[src/rtl/voice_alloc_pkg.sv]
// Shared constants and FSM encoding for the polyphonic voice allocator.
package voice_alloc_pkg;

  localparam int OSC_VOICES        = 7;
  localparam int MIDI_PAYLOAD_BITS = 7;
  localparam int VOICE_RANK_BW     = $clog2(OSC_VOICES);

  localparam logic [2:0] ST_IDLE      = 3'd0,
                         ST_LOOKUP    = 3'd1,
                         ST_STEAL_OFF = 3'd2,
                         ST_ISSUE_ON  = 3'd3,
                         ST_ISSUE_OFF = 3'd4;

endpackage

[src/rtl/voice_alloc_find.sv]
// Combinational voice search: note match, lowest free voice, oldest active voice.
module voice_find
  import voice_alloc_pkg::*;
#(
  parameter int VOICES  = OSC_VOICES,
  parameter int NOTE_BW = MIDI_PAYLOAD_BITS,
  parameter int RANK_BW = VOICE_RANK_BW
) (
  input  logic [VOICES-1:0]         active,
  input  logic [VOICES*NOTE_BW-1:0] notes,
  input  logic [VOICES*RANK_BW-1:0] ranks,
  input  logic [NOTE_BW-1:0]        key,
  output logic                      match_found,
  output logic [RANK_BW-1:0]        match_idx,
  output logic                      free_found,
  output logic [RANK_BW-1:0]        free_idx,
  output logic [RANK_BW-1:0]        oldest_idx
);

  // Scan high to low so the lowest matching index wins.
  always_comb begin
    match_found = 1'b0;
    match_idx   = '0;
    free_found  = 1'b0;
    free_idx    = '0;
    oldest_idx  = '0;
    for (int i = VOICES - 1; i >= 0; i--) begin
      if (active[i] && notes[i*NOTE_BW +: NOTE_BW] == key) begin
        match_found = 1'b1;
        match_idx   = RANK_BW'(i);
      end
      if (!active[i]) begin
        free_found = 1'b1;
        free_idx   = RANK_BW'(i);
      end
      if (active[i] && ranks[i*RANK_BW +: RANK_BW] == RANK_BW'(VOICES - 1)) begin
        oldest_idx = RANK_BW'(i);
      end
    end
  end

endmodule

[src/rtl/voice_alloc.sv]
// Polyphonic voice allocator: maps note on/off strobes onto oscillator voices,
// retriggering held notes and stealing the oldest voice when all are busy.
module voice_alloc
  import voice_alloc_pkg::*;
#(
  parameter int VOICES  = OSC_VOICES,
  parameter int NOTE_BW = MIDI_PAYLOAD_BITS,
  parameter int RANK_BW = VOICE_RANK_BW
) (
  input  logic               clk_i,
  input  logic               rst_i,
  input  logic [NOTE_BW-1:0] note_i,
  input  logic               noteOnStrb_i,
  input  logic               noteOffStrb_i,
  output logic [VOICES-1:0]  voiceSel_o,
  output logic [NOTE_BW-1:0] voiceNote_o,
  output logic               voiceOnStrb_o,
  output logic               voiceOffStrb_o,
  output logic [VOICES-1:0]  active_o,
  output logic               busy_o,
  output logic               stolen_o,
  output logic               drop_o
);

  logic [2:0]               state_q, state_d;
  logic                     ev_on_q, skid_v_q, skid_on_q;
  logic [NOTE_BW-1:0]       ev_note_q, skid_note_q;
  logic [VOICES-1:0]        act_q;
  logic [NOTE_BW-1:0]       note_q [VOICES];
  logic [RANK_BW-1:0]       rank_q [VOICES];
  logic [VOICES*NOTE_BW-1:0] notes_flat;
  logic [VOICES*RANK_BW-1:0] ranks_flat;
  logic                     match_found, free_found;
  logic [RANK_BW-1:0]       match_idx, free_idx, oldest_idx;
  logic [RANK_BW-1:0]       tgt_q, tgt_d, upd_idx;
  logic [RANK_BW:0]         count, old_rank;
  logic                     in_any, in_on, done, upd_on, upd_off, load_ev, drop_d;

  // Simultaneous on+off keeps the off; the lost on is reported via drop_o.
  assign in_any   = noteOnStrb_i | noteOffStrb_i;
  assign in_on    = noteOnStrb_i & ~noteOffStrb_i;
  assign active_o = act_q;

  always_comb begin
    notes_flat = '0;
    ranks_flat = '0;
    count      = '0;
    for (int i = 0; i < VOICES; i++) begin
      notes_flat[i*NOTE_BW +: NOTE_BW] = note_q[i];
      ranks_flat[i*RANK_BW +: RANK_BW] = rank_q[i];
      count = count + (RANK_BW+1)'(act_q[i]);
    end
  end

  voice_find #(.VOICES(VOICES), .NOTE_BW(NOTE_BW), .RANK_BW(RANK_BW)) u_find (
    .active      (act_q),
    .notes       (notes_flat),
    .ranks       (ranks_flat),
    .key         (ev_note_q),
    .match_found (match_found),
    .match_idx   (match_idx),
    .free_found  (free_found),
    .free_idx    (free_idx),
    .oldest_idx  (oldest_idx)
  );

  // Next-state logic; 'done' marks the last cycle of an event.
  always_comb begin
    state_d = state_q;
    done    = 1'b0;
    tgt_d   = match_idx;
    if (ev_on_q && !match_found) tgt_d = free_found ? free_idx : oldest_idx;
    case (state_q)
      ST_IDLE:      if (in_any) state_d = ST_LOOKUP;
      ST_LOOKUP: begin
        if (ev_on_q) state_d = (match_found || free_found) ? ST_ISSUE_ON : ST_STEAL_OFF;
        else if (match_found) state_d = ST_ISSUE_OFF;
        else done = 1'b1;
      end
      ST_STEAL_OFF: state_d = ST_ISSUE_ON;
      ST_ISSUE_ON, ST_ISSUE_OFF: done = 1'b1;
      default:      state_d = ST_IDLE;
    endcase
    if (done) state_d = (skid_v_q || in_any) ? ST_LOOKUP : ST_IDLE;
  end

  // Voice table is updated on the edge that enters the strobe state.
  always_comb begin
    upd_on   = (state_q == ST_LOOKUP && state_d == ST_ISSUE_ON) || state_q == ST_STEAL_OFF;
    upd_off  = state_q == ST_LOOKUP && state_d == ST_ISSUE_OFF;
    upd_idx  = (state_q == ST_STEAL_OFF) ? tgt_q : tgt_d;
    old_rank = act_q[upd_idx] ? {1'b0, rank_q[upd_idx]} : count;
    load_ev  = (state_q == ST_IDLE && in_any) || (done && (skid_v_q || in_any));
    drop_d   = (noteOnStrb_i & noteOffStrb_i) | ((state_q != ST_IDLE) & in_any & skid_v_q);
  end

  always_comb begin
    voiceOnStrb_o  = state_q == ST_ISSUE_ON;
    voiceOffStrb_o = state_q == ST_STEAL_OFF || state_q == ST_ISSUE_OFF;
    stolen_o       = state_q == ST_STEAL_OFF;
    busy_o         = state_q != ST_IDLE;
  end

  always_ff @(posedge clk_i) begin
    if (rst_i) begin
      state_q     <= ST_IDLE;
      ev_on_q     <= 1'b0;
      ev_note_q   <= '0;
      skid_v_q    <= 1'b0;
      skid_on_q   <= 1'b0;
      skid_note_q <= '0;
      tgt_q       <= '0;
      voiceSel_o  <= '0;
      voiceNote_o <= '0;
      drop_o      <= 1'b0;
    end else begin
      state_q <= state_d;
      drop_o  <= drop_d;
      if (load_ev) begin
        ev_on_q   <= skid_v_q ? skid_on_q : in_on;
        ev_note_q <= skid_v_q ? skid_note_q : note_i;
      end
      // A strobe arriving in an event's final cycle bypasses the skid.
      if (done && skid_v_q) begin
        skid_v_q <= 1'b0;
      end else if (state_q != ST_IDLE && in_any && !skid_v_q && !done) begin
        skid_v_q    <= 1'b1;
        skid_on_q   <= in_on;
        skid_note_q <= note_i;
      end
      if (state_q == ST_LOOKUP && state_d != ST_IDLE && state_d != ST_LOOKUP) begin
        tgt_q       <= tgt_d;
        voiceSel_o  <= {{(VOICES-1){1'b0}}, 1'b1} << tgt_d;
        voiceNote_o <= (state_d == ST_STEAL_OFF) ? note_q[tgt_d] : ev_note_q;
      end else if (state_q == ST_STEAL_OFF) begin
        voiceNote_o <= ev_note_q;
      end
    end
  end

  always_ff @(posedge clk_i) begin
    if (rst_i) begin
      act_q <= '0;
      for (int i = 0; i < VOICES; i++) begin
        note_q[i] <= '0;
        rank_q[i] <= '0;
      end
    end else begin
      for (int i = 0; i < VOICES; i++) begin
        if (upd_on) begin
          if (RANK_BW'(i) == upd_idx) begin
            act_q[i]  <= 1'b1;
            note_q[i] <= ev_note_q;
            rank_q[i] <= '0;
          end else if (act_q[i] && {1'b0, rank_q[i]} < old_rank) begin
            rank_q[i] <= rank_q[i] + 1'b1;
          end
        end else if (upd_off) begin
          if (RANK_BW'(i) == upd_idx) begin
            act_q[i]  <= 1'b0;
            rank_q[i] <= '0;
          end else if (act_q[i] && {1'b0, rank_q[i]} > old_rank) begin
            rank_q[i] <= rank_q[i] - 1'b1;
          end
        end
      end
    end
  end

endmodule

[config.mk]
export PLATFORM = sky130hd
export DESIGN_NAME = voice_alloc
export DESIGN_NICKNAME = d
export VERILOG_FILES = /design/src/rtl/voice_alloc_pkg.sv /design/src/rtl/voice_alloc_find.sv /design/src/rtl/voice_alloc.sv
export SDC_FILE = /design/constraint.sdc
export NUM_CORES = 1
export LEC_CHECK = 0
export BUFFER_PORTS_ARGS = -buffer_cell sky130_fd_sc_hd__buf_4
export CORE_MARGIN = 2
export CORE_UTILIZATION = 55
export DETAILED_ROUTE_END_ITERATION = 6
export GPL_TIMING_DRIVEN = 0
export PLACE_DENSITY = 0.79
export SYNTH_ARGS = -nofsm -noshare
export SYNTH_HDL_FRONTEND = slang
export SYNTH_SLANG_ARGS = --single-unit
[constraint.sdc]
create_clock -name clk_i -period 6.75 [get_ports clk_i]
set_input_delay 0.3375 -clock clk_i [delete_from_list [all_inputs] [get_ports clk_i]]
set_output_delay 0.3375 -clock clk_i [all_outputs]
set_load 0.02 [all_outputs]
# ---- After elaboration in Yosys (flattened, before gate mapping)
# Memory sizes are Yosys's and may differ from the RTL's.
# Index checks and enable logic that the tools add are counted.
dict set report op_classes {
  order_cmp 15
  n_addsub 20
  shift 1
  eq_ne 28
  n_mux 254
  n_bitwise 43
  n_reduce_logical 63
}
# cell count
set op_table {}
lappend op_table {{1-bit 2-to-1 mux} 183}
lappend op_table {{3-bit 2-to-1 mux} 56}
lappend op_table {{7-bit 2-to-1 mux} 11}
lappend op_table {{7-bit equality test} 7}
lappend op_table {{1-bit logical AND} 39}
lappend op_table {{1-bit bitwise OR} 37}
lappend op_table {{3-bit by 4-bit greater-than comparator with 1-bit output} 7}
lappend op_table {{3-bit by 4-bit less-than comparator with 1-bit output} 7}
lappend op_table {{3-bit equality test, second input constant} 9}
lappend op_table {{3-bit by 1-bit adder with 3-bit output, second input constant} 7}
lappend op_table {{3-bit by 1-bit subtractor with 3-bit output, second input constant} 7}
lappend op_table {{2-bit AND reduction} 8}
lappend op_table {{4-bit by 1-bit adder with 4-bit output} 3}
lappend op_table {{3-bit by 2-bit equality test with 1-bit output, second input constant} 4}
lappend op_table {{3-bit case mux with 4 select lines} 1}
lappend op_table {{3-bit equality test, first input constant} 3}
lappend op_table {{1-bit by 3-bit left shift with 7-bit output, first input constant} 1}
lappend op_table {{2-bit by 3-bit equality test with 1-bit output, first input constant} 2}
lappend op_table {{3-bit logical NOT} 2}
lappend op_table {{3-bit nonzero test} 2}
lappend op_table {{1-bit logical OR} 5}
lappend op_table {{3-bit by 1-bit adder with 4-bit output} 1}
lappend op_table {{1-bit AND} 4}
lappend op_table {{3-bit by 4-bit less-than comparator with 1-bit output, second input constant} 1}
lappend op_table {{12 further kinds} 17}
dict set report word_totals {
  reg_bits 45
  input_bits 11
  elab_cells 443
  mem_bits_rw 70
  memories 2
}
# memory depth word_bits read_ports rd_ports_with_merged_regs write_ports line_no
set mem_list {}
lappend mem_list {note_q 7 7 8 0 7 voice_alloc.sv:29} ;# logic [NOTE_BW-1:0] note_q [VOICES];
lappend mem_list {rank_q 7 3 8 0 7 voice_alloc.sv:30} ;# logic [RANK_BW-1:0] rank_q [VOICES];

# ---- Logic depth before layout (Yosys ltp)
dict set report logic_depth {
  ltp_word 26
  depth_mapped 22
  mapped_depth_nobuf 21
}

# ---- By module
# A second synthesis with hierarchy kept.
dict set report unflattened {
  cells_unflattened 786
  hier_area_um2 7499.7
}
# mod area_each_um2 instances cells_each
set modules_own_cells {}
lappend modules_own_cells {voice_alloc 6626.4 1 668}
lappend modules_own_cells {voice_find 873.3 1 118}

# ---- Worst setup path before layout
# No wires, ideal clock.
dict set report synth_path {
  kind {register -> register}
  from {register act_q[0] (netlist: active_o[0])}
  to {memory rank_q[4][0] in the netlist's numbering, enable pin}
  required_ps 6395
  arrival_time_ps 4089
  stages_incl_launch_ff 19
  setup_time_ps 355
  path_slack_ps 2306
  n_path_buf 2
  synth_period_minus_slack_ps 4444
  cell_sequence {dfxtp_1 buf_2 nand4_1 a311oi_1 o311ai_1 a21oi_1 nand3_1 o211ai_1 buf_2 mux2i_1 mux2i_1 o22a_1 mux2_2 ha_1 a21o_1 a21oi_1 and2_1 nor2_1 o31ai_1}
}
# element line_no
set synth_rtl {}
lappend synth_rtl {{start, declared} voice_alloc.sv:28} ;# logic [VOICES-1:0] act_q;
lappend synth_rtl {{start signal, assigned} voice_alloc.sv:143} ;# act_q <= '0;
lappend synth_rtl {{start signal, assigned by index} voice_alloc.sv:152} ;# act_q[i] <= 1'b1;
lappend synth_rtl {{start signal, assigned by index} voice_alloc.sv:160} ;# act_q[i] <= 1'b0;
lappend synth_rtl {{end, declared} voice_alloc.sv:30}

==> flow_summary.yaml <==
route:
  drt-initial-drc-count: 607
  drc_errors: 0
  wl_per_cell_um: 19.75
  final_antenna_net_count: 0
  vias_per_cell: 6.169
  drt_wl_total_um: 20400
  vias: 6373
  drt_pass1_iterations: 5
place:
  dp.final_hpwl_um: 14870
  dp_cells: 1001
  io_buffers: 35
  place_congestion: 0.9813
run:
  max-cap-violations: 0
cts:
  cts_resized: 0
  clk_pin_slew_ns: 0.06
  numCtsBuffers: 17
  cts_sinks: 115
  root_buffer: "clkbuf_16"
  htree_num_levels: 4
  hold_buffers: 0
  cts_setup_buffers: 0
  tritoncts: "built"
  clkLatencyLatePin_ns: 0.43
  clock_path_buffers: 2
cells_and_area:
  antenna_cells: 0
  final_nets: 901
  syn_to_final_growth_pct: 14.30
  multiInputGateArea_um2: 4103
  seq_area_um2: 3003
  stdcell_count: 1033
  n_fill_cell: 1090
  drive_above_1_share_pct: 13.30
sta:
  period_share_pct: 86.24
  clock_skew_ns: 0.006272
  setup-tns-final_ns: 0
  hold_viol: 0
  rsz0062_at_grt: "false"
  period_minus_slack_ns: 5.821
  max_freq_mhz: 171.8
  setup_violations: 0
  slew_headroom_pct: 26.03
  worstMarginPinSlew_ns: 1.100
  drv_slew: 0
global_route:
  grt_max_degree: 17
  grt_pass1_vias: 6135
  antenna_found_initial: 0
  grt_pass1_wl_um: 32170
  grt_overflow_total: 0
  track_usage_pct: 29.09
critical_path:
  ff2ff_path_depth: 20
  reg2reg_setup_slack_ns: 0.93
  crit_path_max_fanout: 10
  cp.arrival_ns: 5.89
  worstSetupEndpointType: "register"
  cp.required_ns: 6.81
  rr_endpoint: "rank_q[4][1]"
  worstSetupStartpointType: "register"
  r2r_start: "rank_q[6][0]"
  crit_type: "reg -> reg"
synthesis:
  syn_area_um2: 7505
  synth_largest_area_cell: "edfxtp_1"
  synthTopCellsByArea: "edfxtp_1, dfxtp_1, ha_1"
  synth_common_cells: "nor2_1, edfxtp_1, inv_1, mux2i_1, nand2_1"
  syn_nets: 847
  synthCells: 790
  synth_edf_count: 70
  synth_ff_type: "edfxtp_1"
  synth.avg_cell_area_um2: 9.500
  synth_most_common_cell: "nor2_1"
  yosysTopAreaCellShare_pct: 28.01
  synth-seq-cells: 115
  ys_seq_area_share_pct: 40.01
  synth_warnings: 0
  yosysUniqueCellTypes: 69
  synth_async_sr_flop_share_pct: 0
pwr:
  power_leakage_nw: 3.323
  totalPowerFinal_mw: 2.146
  peakVddDrop_v: 0.0002359
  powerDensity_nw_per_um2: 250.2
die:
  die_w_um: 120.8
  die_area_um2: 14600
  coreArea_um2: 13300
  die_h_um: 120.8
  start_util_pct: 56.45
  ioPinCount: 37
  rows: 42
hold_path:
  hp-start: "note_i[6]"
  whs_path_depth: 3
  hp-class: "in -> reg"
  worstHoldEndpoint: "skid_note_q[6]"
status:
  status: "complete, no violations"
==> critical path, cell delays in order, from the launching register on <==
cell	delay, ns
edfxtp_1	0.44
inv_1	0.13
ha_1	0.23
nand3_1	0.11
nand3_1	0.08
a31oi_1	0.26
nor3_1	0.13
o41ai_2	0.84
o21a_1	0.33
clkbuf_1	0.38
o21ai_0	0.15
a21oi_1	0.16
a21oi_1	0.06
mux2i_1	0.67
ha_1	0.27
inv_1	0.04
a21o_1	0.14
a21oi_1	0.21
and2_1	0.23
nor2_1	0.09
o31ai_1	0.51
==> metal layers <==
| metal | up-vias | track usage (%) | share of wire, % |
|---|---|---|---|
| met2 | 307 | 45.66 | 46 |
| li1 | 2980 | - | - |
| met5 | - | 0 | 0 |
| met4 | 0 | 17.08 | 4.9 |
| met3 | 79 | 6.321 | 7.9 |
| met1 | 3007 | 36.89 | 41 |
==> stage by stage <==
step	utilization [%]	hold WS, ns	worst slack, ns	cell area (um^2)
after floorplan	-	0.4568	2.306	7505
after global placement	60.08	0.4730	1.192	7988
after detailed placement	60.08	0.4725	1.122	7988
after CTS	64.52	0.1444	1.050	8578
after global routing	64.52	0.1787	0.6751	8578
final	64.52	0.1601	0.9289	8578
==> cell type report <==
type,instances,share of cell area (%)
Multi-Input combinational cell,588,47.83
Buffer,41,2.640
Timing Repair Buffer,35,3.063
Inverter,46,2.013
Clock buffer,18,5.120
Clock inverter,14,1.765
Tap cell,176,2.567
Sequential cell,115,35.01
==> cell usage in the layout, fill, tap and decap left out, types with 15 or more instances in the layout <==
master	synthesis	layout
mux2i_1	46	46
a21oi_1	41	41
inv_1	46	46
ha_1	42	42
edfxtp_1	70	70
nand4_1	15	15
nor2_1	125	125
buf_4	4	39
xnor2_1	36	36
nand2_1	46	46
clkbuf_1	17	17
nand3_1	22	22
dfxtp_1	45	45
o21ai_0	19	19
clkbuf_16	0	17
==> how the worst max path moves through the flow <==
stage,from,endpoint
6_report,rank_q[6][0],rank_q[4][1]
5_1_grt,rank_q[6][0],rank_q[4][2]
4_1_cts,rank_q[6][0],rank_q[4][1]
3_3_place_gp,rank_q[6][0],rank_q[4][1]
2_1_floorplan,active_o[0],rank_q[4][0]
3_5_place_dp,rank_q[6][0],rank_q[4][1]
==> registers in the layout (all words and copies together) (netlist names), 3 cells and up <==
name and flops:
note_q 49, active_o 7, rank_q 21, state_q 3, tgt_q 3, skid_note_q 7, ev_note_q 7, voiceNote_o 7
voiceSel_o 7
==> where the power goes <==
group          total, mW  switching (mW)  internal [mW]
Sequential         0.825          0.0349          0.790
Clock              0.898           0.343          0.555
Combinational      0.424           0.259          0.165
==> cells by family (layout without fill, tap and decap cells) <==
group                    after synthesis  count (layout)  share of synthesized area [%]
adder cells (fa/ha/maj)               46              46                          8.069
buffers and inverters                 87             154                          5.318
XOR/XNOR                              50              50                          5.835
flip-flops                           115             115                          40.01
AND/OR/NAND/NOR                      268             268                          16.66
multiplexers                          55              55                          7.486
AO/OA/AOI/OAI                        169             169                          16.62
Power figures use the tool's default switching activity.
